$ cat src/rtl/punc_pkg.sv
// Shared definitions for the PUNC instruction fetch path: fetch state
// encoding, address width and the default reset PC.
package punc_pkg;

  localparam int DATA_W = 16;
  localparam int ADDR_W = DATA_W;

  localparam logic [ADDR_W-1:0] RESET_PC_DEF = '0;

  localparam logic [1:0] ST_IDLE  = 2'd0;
  localparam logic [1:0] ST_WAIT  = 2'd1;
  localparam logic [1:0] ST_VALID = 2'd2;

endpackage

$ cat src/rtl/punc_fetch.sv
// PUNC instruction fetch unit: PC register, IR register and IDLE/WAIT/VALID FSM.
// Optional WAIT timeout with fetch_err pulse is enabled by PUNC_FETCH_TIMEOUT_EN.
module punc_fetch
  import punc_pkg::*;
#(
  parameter int unsigned           DATA_WIDTH     = DATA_W,
  parameter logic [DATA_WIDTH-1:0] RESET_PC       = RESET_PC_DEF,
  parameter int unsigned           TIMEOUT_CYCLES = 16
) (
  input  logic                  clk,
  input  logic                  rst,
  input  logic                  fetch_req,
  input  logic                  pc_ld,
  input  logic [DATA_WIDTH-1:0] pc_ld_val,
  output logic                  mem_req,
  output logic [DATA_WIDTH-1:0] mem_addr,
  input  logic [DATA_WIDTH-1:0] mem_rdata,
  input  logic                  mem_ack,
  output logic [DATA_WIDTH-1:0] ir_out,
  output logic                  ir_valid,
  output logic [DATA_WIDTH-1:0] pc_out,
  output logic                  busy,
  output logic                  fetch_err
);

  logic [1:0]            state_q, state_d;
  logic [DATA_WIDTH-1:0] pc_q, pc_d;
  logic [DATA_WIDTH-1:0] ir_q, ir_d;
  logic                  flush_q, flush_d;
`ifdef PUNC_FETCH_TIMEOUT_EN
  logic [15:0]           cnt_q, cnt_d;
  logic                  err_q, err_d;
`endif

  always_comb begin
    // NOTE: every signal gets a default first so no path through the case infers a latch.
    state_d = state_q;
    pc_d    = pc_q;
    ir_d    = ir_q;
    flush_d = flush_q;
`ifdef PUNC_FETCH_TIMEOUT_EN
    cnt_d   = cnt_q;
    err_d   = 1'b0;
`endif
    case (state_q)
      ST_IDLE: begin
        if (pc_ld) pc_d = pc_ld_val;
        if (fetch_req) begin
          state_d = ST_WAIT;
`ifdef PUNC_FETCH_TIMEOUT_EN
          cnt_d   = '0;
`endif
        end
      end
      ST_WAIT: begin
        // A redirect while the read is outstanding discards that read's data.
        if (pc_ld) begin
          pc_d    = pc_ld_val;
          flush_d = 1'b1;
        end
        if (mem_ack) begin
          flush_d = 1'b0;
          if (pc_ld || flush_q) begin
            state_d = ST_IDLE;
          end else begin
            ir_d    = mem_rdata;
            pc_d    = pc_q + DATA_WIDTH'(1);
            state_d = ST_VALID;
          end
        end
`ifdef PUNC_FETCH_TIMEOUT_EN
        else if (cnt_q == 16'(TIMEOUT_CYCLES - 1)) begin
          state_d = ST_IDLE;
          err_d   = 1'b1;
          flush_d = 1'b0;
        end else begin
          cnt_d = cnt_q + 16'd1;
        end
`endif
      end
      ST_VALID: begin
        if (pc_ld) pc_d = pc_ld_val;
        state_d = ST_IDLE;
      end
      default: state_d = ST_IDLE;
    endcase
  end

  always_ff @(posedge clk) begin
    // NOTE: sequential state uses non-blocking assignments so all flops update together.
    if (rst) begin
      state_q <= ST_IDLE;
      pc_q    <= RESET_PC;
      ir_q    <= '0;
      flush_q <= 1'b0;
    end else begin
      state_q <= state_d;
      pc_q    <= pc_d;
      ir_q    <= ir_d;
      flush_q <= flush_d;
    end
  end

`ifdef PUNC_FETCH_TIMEOUT_EN
  always_ff @(posedge clk) begin
    if (rst) begin
      cnt_q <= '0;
      err_q <= 1'b0;
    end else begin
      cnt_q <= cnt_d;
      err_q <= err_d;
    end
  end

  assign fetch_err = err_q;
`else
  logic unused_timeout;
  assign unused_timeout = ^TIMEOUT_CYCLES;
  assign fetch_err      = 1'b0;
`endif

  // Memory-side outputs come only from flops, never from inputs.
  assign mem_req  = (state_q == ST_WAIT);
  assign mem_addr = pc_q;
  assign ir_out   = ir_q;
  assign ir_valid = (state_q == ST_VALID);
  assign pc_out   = pc_q;
  assign busy     = (state_q != ST_IDLE);

endmodule

$ cat config.mk
export PLATFORM = sky130hd
export DESIGN_NAME = punc_fetch
export DESIGN_NICKNAME = d
export VERILOG_FILES = /design/src/rtl/punc_pkg.sv /design/src/rtl/punc_fetch.sv
export SDC_FILE = /design/constraint.sdc
export NUM_CORES = 1
export LEC_CHECK = 0
export ABC_AREA = 1
export BUFFER_PORTS_ARGS = -buffer_cell sky130_fd_sc_hd__buf_2
export CORE_ASPECT_RATIO = 0.7
export CORE_UTILIZATION = 48
export CTS_BUF_LIST = sky130_fd_sc_hd__clkbuf_8 sky130_fd_sc_hd__clkbuf_16
export CTS_CLUSTER_DIAMETER = 100
export DETAILED_ROUTE_END_ITERATION = 10
export GPL_ROUTABILITY_DRIVEN = 0
export GPL_TIMING_DRIVEN = 0
export PLACE_DENSITY = 0.83
export SLEW_MARGIN = 25
export SYNTH_ARGS = -nofsm -noshare
export SYNTH_HDL_FRONTEND = slang
export SYNTH_SLANG_ARGS = --single-unit
$ cat constraint.sdc
create_clock -name clk -period 1.69 [get_ports clk]
set_input_delay 0.0845 -clock clk [delete_from_list [all_inputs] [get_ports clk]]
set_output_delay 0.0845 -clock clk [all_outputs]
set_load 0.05 [all_outputs]
### Yosys cells after proc, flatten, opt, wreduce, memory -nomap -nowiden

Index checks and enable logic that the tools add are counted.

| word-level totals | value |
|---|---|
| register bits | 35 |
| input bits | 37 |
| output and inout bits | 52 |

| cells by class | value |
|---|---|
| add/sub/neg operators | 1 |
| eq/ne operators | 4 |
| multiplexer cells | 10 |
| bitwise logic cells | 1 |
| reductions and logical operators | 9 |

Operators with widths:

| operator | number |
|---|---|
| $mux W16 | 3 |
| $pmux W16 S2 | 1 |
| $add A16 B1 Y16 const B | 1 |
| $mux W2 | 3 |
| $reduce_bool A2 Y1 | 3 |
| $pmux W2 S2 | 1 |
| $reduce_and A2 Y1 | 2 |
| $reduce_and A3 Y1 | 1 |
| $eq A2 B1 Y1 const B | 1 |
| $eq A2 B2 Y1 const B | 1 |
| $logic_not A2 Y1 | 1 |
| $mux W1 | 2 |
| $ne A2 B1 Y1 const B | 1 |
| $ne A2 B2 Y1 const B | 1 |
| $reduce_or A2 Y1 | 1 |
| $logic_or A1 B1 Y1 | 1 |
| $not A1 Y1 | 1 |

### Logic depth before layout (Yosys ltp)

Gate-level depths: netlist (run 1).

| depth | value |
|---|---|
| word-level depth | 4 |
| gate-level depth with buffers | 9 |
| mapped depth without buffers | 9 |

### Least setup slack after synthesis (run 1)

No wires, ideal clock.

| timing path | value |
|---|---|
| path type | register to register |
| start point | reg pc_q[0], in the netlist mem_addr[0] |
| end point | reg pc_q[12], in the netlist mem_addr[12] |
| arrival | 1,599 ps |
| required time | 1,570 ps |
| path slack | -29 ps |
| cell stages (with the launch flop) | 9 |
| path buffers | 0 |
| period minus slack after synthesis | 1,719 ps |
| path through | dfxtp_1 ha_1 nand2_1 nor2_4 nand4_1 nand3_1 nand2_1 nand2_1 a21oi_2 |

| between the ends | value |
|---|---|
| longest elaborated chain between the ends | 4 |

RTL lines:

| item | RTL line | source |
|---|---|---|
| start, declared | punc_fetch.sv:27 | `logic [DATA_WIDTH-1:0] pc_q, pc_d;` |
| start signal, assigned | punc_fetch.sv:98 | `pc_q <= pc_d;` |
| $add A16 B1 Y16 | punc_fetch.sv:67 | `pc_d = pc_q + DATA_WIDTH'(1);` |
| $mux W16 | punc_fetch.sv:63 | `if (pc_ld \|\| flush_q) begin` |
| $mux W16 | punc_fetch.sv:61 | `if (mem_ack) begin` |
| $pmux W16 S2 | punc_fetch.sv:45 | `case (state_q)` |

Every way passes these cells.
A chain may end at the register's enable or synchronous reset.

### Worst setup path after layout (run 1)

| timing path | value |
|---|---|
| start point | reg pc_q[0], in the netlist mem_addr[0] |
| end point | reg pc_q[10], in the netlist mem_addr[10] |

Same word-level chain as after synthesis.

==> results.md, run 1 <==
- Status: finished, final reports clean
- CORE AREA: between 4000 and 5000 um^2
- Post-Syn Area per Cell: between 6 and 7 um^2
- Minimum clock period: between 1 and 1.5 ns
- Top-count cell post-synth: nand2_1
- CTS Sinks: 35
- Die height: around 57 um
- Synth area leaders: dfxtp_1, nand2_1, nor2_1
- Antenna cells: 0
- Worst skew pair latency: 0.29 ns
- Setup tns final: 0 ns
- I/O pins: roughly 90
- Final Hold Vio Count: 0
- DR iter-0 viols: roughly 190
- Fin crit share: between 80 and 90%
- Number of synthesized flops with an enable pin: 0
- Area share of fa/ha/maj cells after synthesis: less than 1%
- Crit path max-delay family: simple AND/OR/NAND/NOR gates
- Dominant synthesized flop cell: dfxtp_1
- Final setup violation count: 0
- Worst path bufs/invs: 0
- Post-Route WL: 5.55 mm
- Chip Width: ~80 um
- Hold buffers post-CTS: 0
- GRT overflow: 0
- Mux share of post-synthesis cell area: 0%
- Ys async rst share: 0%
- Drt first pass iters: 5
- Setup bufs post-CTS: 0
- Net Count, Synth: roughly 360
- Htree depth: 2
- XOR/XNOR share of the synthesized area: less than 1%
- Wire per inst: approximately 12 um
- Worst Slack Setup Final: between 0.2 and 0.25 ns
- Simple logic cell fraction of the synthesized area: between 20% and 30%
- Leakage: roughly 1.4 nW
- Max Buffers Root-to-Sink: 2
- Post-synthesis instance area: ~2100 um^2
- Compound-cell area share of the yosys netlist: 21.1%
- IR drop worst, VDD: ~0.61 mV
- CTS resizes: 0
- Synth cell types: 31
- Largest net degree at the start of global routing: 13
- CTS buffer count: 5
- Rows: 19
- F_max: between 600 and 700 MHz
- Starting Density: 51.8%
- Fin nets: roughly 450
- Total power draw: ~2.3 mW
- Post-DP Area: roughly 2600 um^2
- RSZ-0062 raised after global routing: no
- CTS tree: done
- Clock-pin slew on the worst setup and hold paths: 0.08 ns
- Vias in the first global route: slightly below 2,000
- Synth Register Bits: 35
- Vias: ~2,300
- First-pass GRT wire length: 9.01 mm
- Share of cells above drive strength 1: approximately a third
- Area Overhead vs Synth: 29.0%
- IO Port Bufs: 86
- HP Class: in -> reg
- CP Max Fanout: 7
- Power per Cell Area: between 800 and 900 nW/um^2
- Post-Syn Instances: 320
- Post-DRT Antenna Nets: 0
- Slew Limit Fails: 0
- Pre-CTS setup slack: 0.255 ns
- Crit-path cells: ha_1 > nand2_1 > nor2_4 > nand2_1 > a21oi_1 > o21ai_1 > a21oi_1
- Finished Cell Area: between 2000 and 3000 um^2
- Dominant cell type by area after synthesis: dfxtp_1
- Routed vias/inst: 5.01
- Arrival time worst endpoint: between 1.5 and 2 ns
- Max_cap viols: 0
- Root Driver: clkbuf_8
- Max stage delay on crit path: ~0.38 ns
- Worst clock skew: between 0.008 and 0.009 ns
- Die area: approximately 4700 um^2
- Largest family of logic cells by synthesized area: simple AND/OR/NAND/NOR gates
- Syn. warnings: 0
- Critical path's slowest cell: dfxtp_2
- Sequential area share after synthesis: 33.3%
- Initial antenna violation count: 0
- WP data required: about 1.9 ns
- Crit start category: flop
- CP Capture Type: flop
- Synth top area share: between 30% and 40%
- DP HPWL: 4.14 mm
- Critical path class: reg -> reg
- Synth cell count leaders: nand2_1, nor2_1, o21ai_0, dfxtp_1, a21oi_1
- Global Route Usage Sum: between 20% and 30%
- Remaining DRCs: 0
-- power by group --
| group | internal, mW | switching [mW] | total (mW) |
|---|---|---|---|
| Clock | 0.439 | 0.322 | 0.761 |
| Sequential | 0.869 | 0.0547 | 0.924 |
| Combinational | 0.186 | 0.426 | 0.612 |
-- path summary, 6_finish.rpt --
path	startpoint	endpoint	cells after the start	slack, ns
setup reg to reg	mem_addr[0]	mem_addr[10]	7	0.23
setup / recovery	mem_addr[0]	mem_addr[10]	7	0.23
hold / removal	mem_rdata[10]	ir_out[10]	3	0.03
hold reg to reg	ir_out[6]	ir_out[6]	2	0.48
-- per-layer routing --
metal / GRT usage, % / vias to the layer above / part of all wire [%]
met5: 0 / - / 0
met1: 36.7 / 1016 / 48
met4: 7.91 / 0 / 1.1
met2: 37.6 / 98 / 43
met3: 5.12 / 10 / 8.1
li1: - / 1210 / -
-- worst reg2reg max path, stage by stage (launching register included) --
cell and delay (ns):
dfxtp_2 0.38, ha_1 0.19, nand2_1 0.14, nor2_4 0.22
nand2_1 0.10, a21oi_1 0.14, o21ai_1 0.08, a21oi_1 0.13
-- sequential cells by signal (all words and copies together) (netlist names) --
signal    flops
state_q       2
mem_addr     16
ir_out       16
flush_q       1
-- final cells by class --
type / instances / area [um^2]
sequential: 35 / 703
tap: 52 / 65.1
buffer: 29 / 210
timing repair buffer: 86 / 430
fill: 376 / 1350
inverter: 29 / 110
clock inverter: 3 / 43.8
multi-input combinational: 227 / 1090
clock buffer: 5 / 68.8
-- per-stage QoR --
stage	instances	utilization, %	hold slack (ns)
2_1_floorplan	320	-	0.232
3_3_place_gp	458	64.1	0.319
3_5_place_dp	458	64.1	0.335
4_1_cts	466	66.9	0.0308
5_1_grt	466	66.9	0.0514
6_report	466	66.9	0.0292
-- cells in the final DEF (no fill, tap or decap), types with 2 or more instances in the layout --
master	Yosys	layout
nand3_1	10	10
o21ai_1	11	11
nor2_4	2	2
inv_2	3	3
inv_1	25	25
dfxtp_2	0	2
o21ai_0	36	36
nor2_1	50	50
xor2_1	2	2
clkbuf_1	3	3
buf_4	20	20
buf_2	3	89
nand2_1	65	65
nand2_2	4	4
dfxtp_1	35	33
nand4_1	5	5
a21oi_1	27	27
buf_6	3	3
clkinv_2	1	2
clkbuf_8	0	5
a21oi_2	3	3
-- kinds of logic (layout without fill, tap and decap cells) --
logic type                 after synthesis  count (layout)
and+or+nand+nor                        140             140
DFF                                     35              35
buffers and inverters                   58             152
other                                    1               1
xor gates and xnor gates                 2               2
adders and majority gates                1               1
AOI/OAI and AO/OA                       83              83
No activity file was read; power rests on OpenSTA's default activity.
==> run 2: changes to the inputs <==
--- a/config.mk
+++ b/config.mk
@@ -7,8 +7,10 @@
 export LEC_CHECK = 0
 export ABC_AREA = 1
 export BUFFER_PORTS_ARGS = -buffer_cell sky130_fd_sc_hd__buf_2
+export CELL_PAD_IN_SITES_DETAIL_PLACEMENT = 0
+export CELL_PAD_IN_SITES_GLOBAL_PLACEMENT = 1
 export CORE_ASPECT_RATIO = 0.7
-export CORE_UTILIZATION = 48
+export CORE_UTILIZATION = 32
 export CTS_BUF_LIST = sky130_fd_sc_hd__clkbuf_8 sky130_fd_sc_hd__clkbuf_16
 export CTS_CLUSTER_DIAMETER = 100
 export DETAILED_ROUTE_END_ITERATION = 10
==> run 2 against run 1 <==
  * Core utilization shrank 23 points
  * Highest routed layer unchanged
  * Clock power grew 5.5%
  * Fmax shrank 1.6%
  * Sequential share of layout area shrank 0.35 points
  * Largest power group unchanged
  * Via count shrank 1.5%
  * Hold slack lost 0.0062 ns
  * Critical path type unchanged
  * Register-to-register slack lost 0.02 ns
  * Sequential power is essentially flat
==> results.md, run 2 (synthesis results as in run 1) <==
- Status: finished, final reports clean (unchanged)
- Hold buffers post-CTS: 0 (unchanged)
- CTS resizes: 0 (unchanged)
- Total power draw: 2.34 mW (was 2.30 mW)
- GRT overflow: 0 (unchanged)
- DR iter-0 viols: 141 (was 187)
- Die height: 69.9 um (was 57.4 um)
- Final Non-Filler Cells: 492 (was 466)
- Final Hold Vio Count: 0 (unchanged)
- Commonest non-fill, non-tap cell in the layout: buf_2 (unchanged)
- RSZ-0062 raised after global routing: no (unchanged)
- Wire per inst: 12.4 um (was 11.9 um)
- Antenna cells: 0 (unchanged)
- F_max: 674 MHz (was 685 MHz)
- IR drop worst, VDD: 0.357 mV (was 0.606 mV)
- Fin nets: 451 (unchanged)
- Post-DP Area: 2640 um^2 (was 2610 um^2)
- Drt first pass iters: 4 (was 5)
- Setup tns final: 0 ns (unchanged)
- Pre-CTS setup slack: 0.232 ns (was 0.255 ns)
- HP Class: in -> reg (unchanged)
- Share of cells above drive strength 1: 33.8% (unchanged)
- Die area: 6920 um^2 (was 4660 um^2)
- M1 WL: 3.15 mm (was 2.64 mm)
- Minimum clock period: 1.48 ns (was 1.46 ns)
- # placed instances: 484 (was 458)
- Max_cap viols: 0 (unchanged)
- Largest net degree at the start of global routing: 12 (was 13)
- DP HPWL: 4.55 mm (was 4.14 mm)
- Power per Cell Area: 849 nW/um^2 (was 845 nW/um^2)
- CTS Sinks: 35 (unchanged)
- Max Buffers Root-to-Sink: 2 (unchanged)
- Final setup violation count: 0 (unchanged)
- Worst skew pair latency: 0.29 ns (about the same)
- I/O pins: 89 (unchanged)
- CTS tree: done (unchanged)
- Top sig layer: met4 (unchanged)
- Fill count: 705 (was 376)
- Finished Cell Area: 2760 um^2 (was 2720 um^2)
- Crit start category: flop (unchanged)
- Slew Limit Fails: 0 (unchanged)
- Root Driver: clkbuf_8 (unchanged)
- Metal3 WL: 358 um (was 451 um)
- First-pass GRT wire length: 9.41 mm (was 9.01 mm)
- CTS buffer count: 5 (unchanged)
- Area Overhead vs Synth: 30.8% (was 29.0%)
- Vias in the first global route: 1,894 (was 1,951)
- Post-Route WL: 6.08 mm (was 5.55 mm)
- WP data required: 1.92 ns (was 1.91 ns)
- Routed vias/inst: 4.67 (was 5.01)
- Setup bufs post-CTS: 0 (unchanged)
- Critical path class: reg -> reg (unchanged)
- Clock-pin slew on the worst setup and hold paths: 0.07 ns (was 0.08 ns)
- CP Max Fanout: 10 (was 7)
- Global Route Usage Sum: 17.4% (was 25.4%)
- CP Capture Type: flop (unchanged)
- Fin util: 43.7% (was 66.9%)
- Worst Slack Setup Final: 0.206 ns (was 0.229 ns)
- Htree depth: 2 (unchanged)
- Remaining DRCs: 0 (unchanged)
- Met2 WL: 2.51 mm (was 2.39 mm)
- Vias: 2,300 (was 2,334)
- Chip Width: 99.0 um (was 81.2 um)
- Rows: 24 (was 19)
- Final hold slack: 0.0230 ns (was 0.0292 ns)
- CORE AREA: 6310 um^2 (was 4070 um^2)
- Post-DRT Antenna Nets: 0 (unchanged)
- Fin crit share: 87.8% (was 86.4%)
- Initial antenna violation count: 0 (unchanged)
- IO Port Bufs: 86 (unchanged)
- Worst clock skew: 0.00161 ns (was 0.00839 ns)
- Arrival time worst endpoint: 1.72 ns (was 1.68 ns)
- Commonest non-fill, non-tap cells in the layout: buf_2, nand2_1, nor2_1, o21ai_0, dfxtp_1 (unchanged)
- Starting Density: 33.4% (was 51.8%)
- Leakage: 1.37 nW (about the same)
[run 2: per-layer routing]
| metal | track usage, % | vias up |
|---|---|---|
| met1 | 26.0 | 1020 |
| met4 | 5.47 | 0 |
| met3 | 3.40 | 6 |
| li1 | - | 1210 |
| met5 | 0 | - |
| met2 | 24.9 | 64 |
[run 2: final timing paths]
path / from / to / slack, ns / depth (start not counted)
setup / recovery: state_q[1] / mem_addr[14] / 0.21 / 6
hold / removal: mem_rdata[10] / ir_out[10] / 0.02 / 3
setup reg to reg: state_q[1] / mem_addr[14] / 0.21 / 6
hold reg to reg: ir_out[8] / ir_out[8] / 0.48 / 2
[run 2: area by class of cell]
cell class                      instances  area [um^2]  area share (%)
Timing Repair Buffer                   86          430            15.6
Multi-Input combinational cell        227         1090            39.4
Buffer                                 29          210            7.63
Inverter                               29          110            4.00
Clock inverter                          2         35.0            1.27
Clock buffer                            6         82.6            3.00
Tap cell                               78         97.6            3.54
Sequential cell                        35          703            25.5
[run 2: worst max-delay path: stages (launching register included)]
cell	delay [ns]
dfxtp_1	0.36
nand2_1	0.22
clkbuf_1	0.44
o21ai_0	0.16
inv_1	0.08
nand2_1	0.06
a21oi_2	0.10
[run 2: where the power goes]
part,internal (mW),switching [mW],total (mW),leakage (nW)
combinational,0.186,0.426,0.611,1.03
sequential,0.869,0.0557,0.925,0.287
clock,0.478,0.325,0.803,0.0612
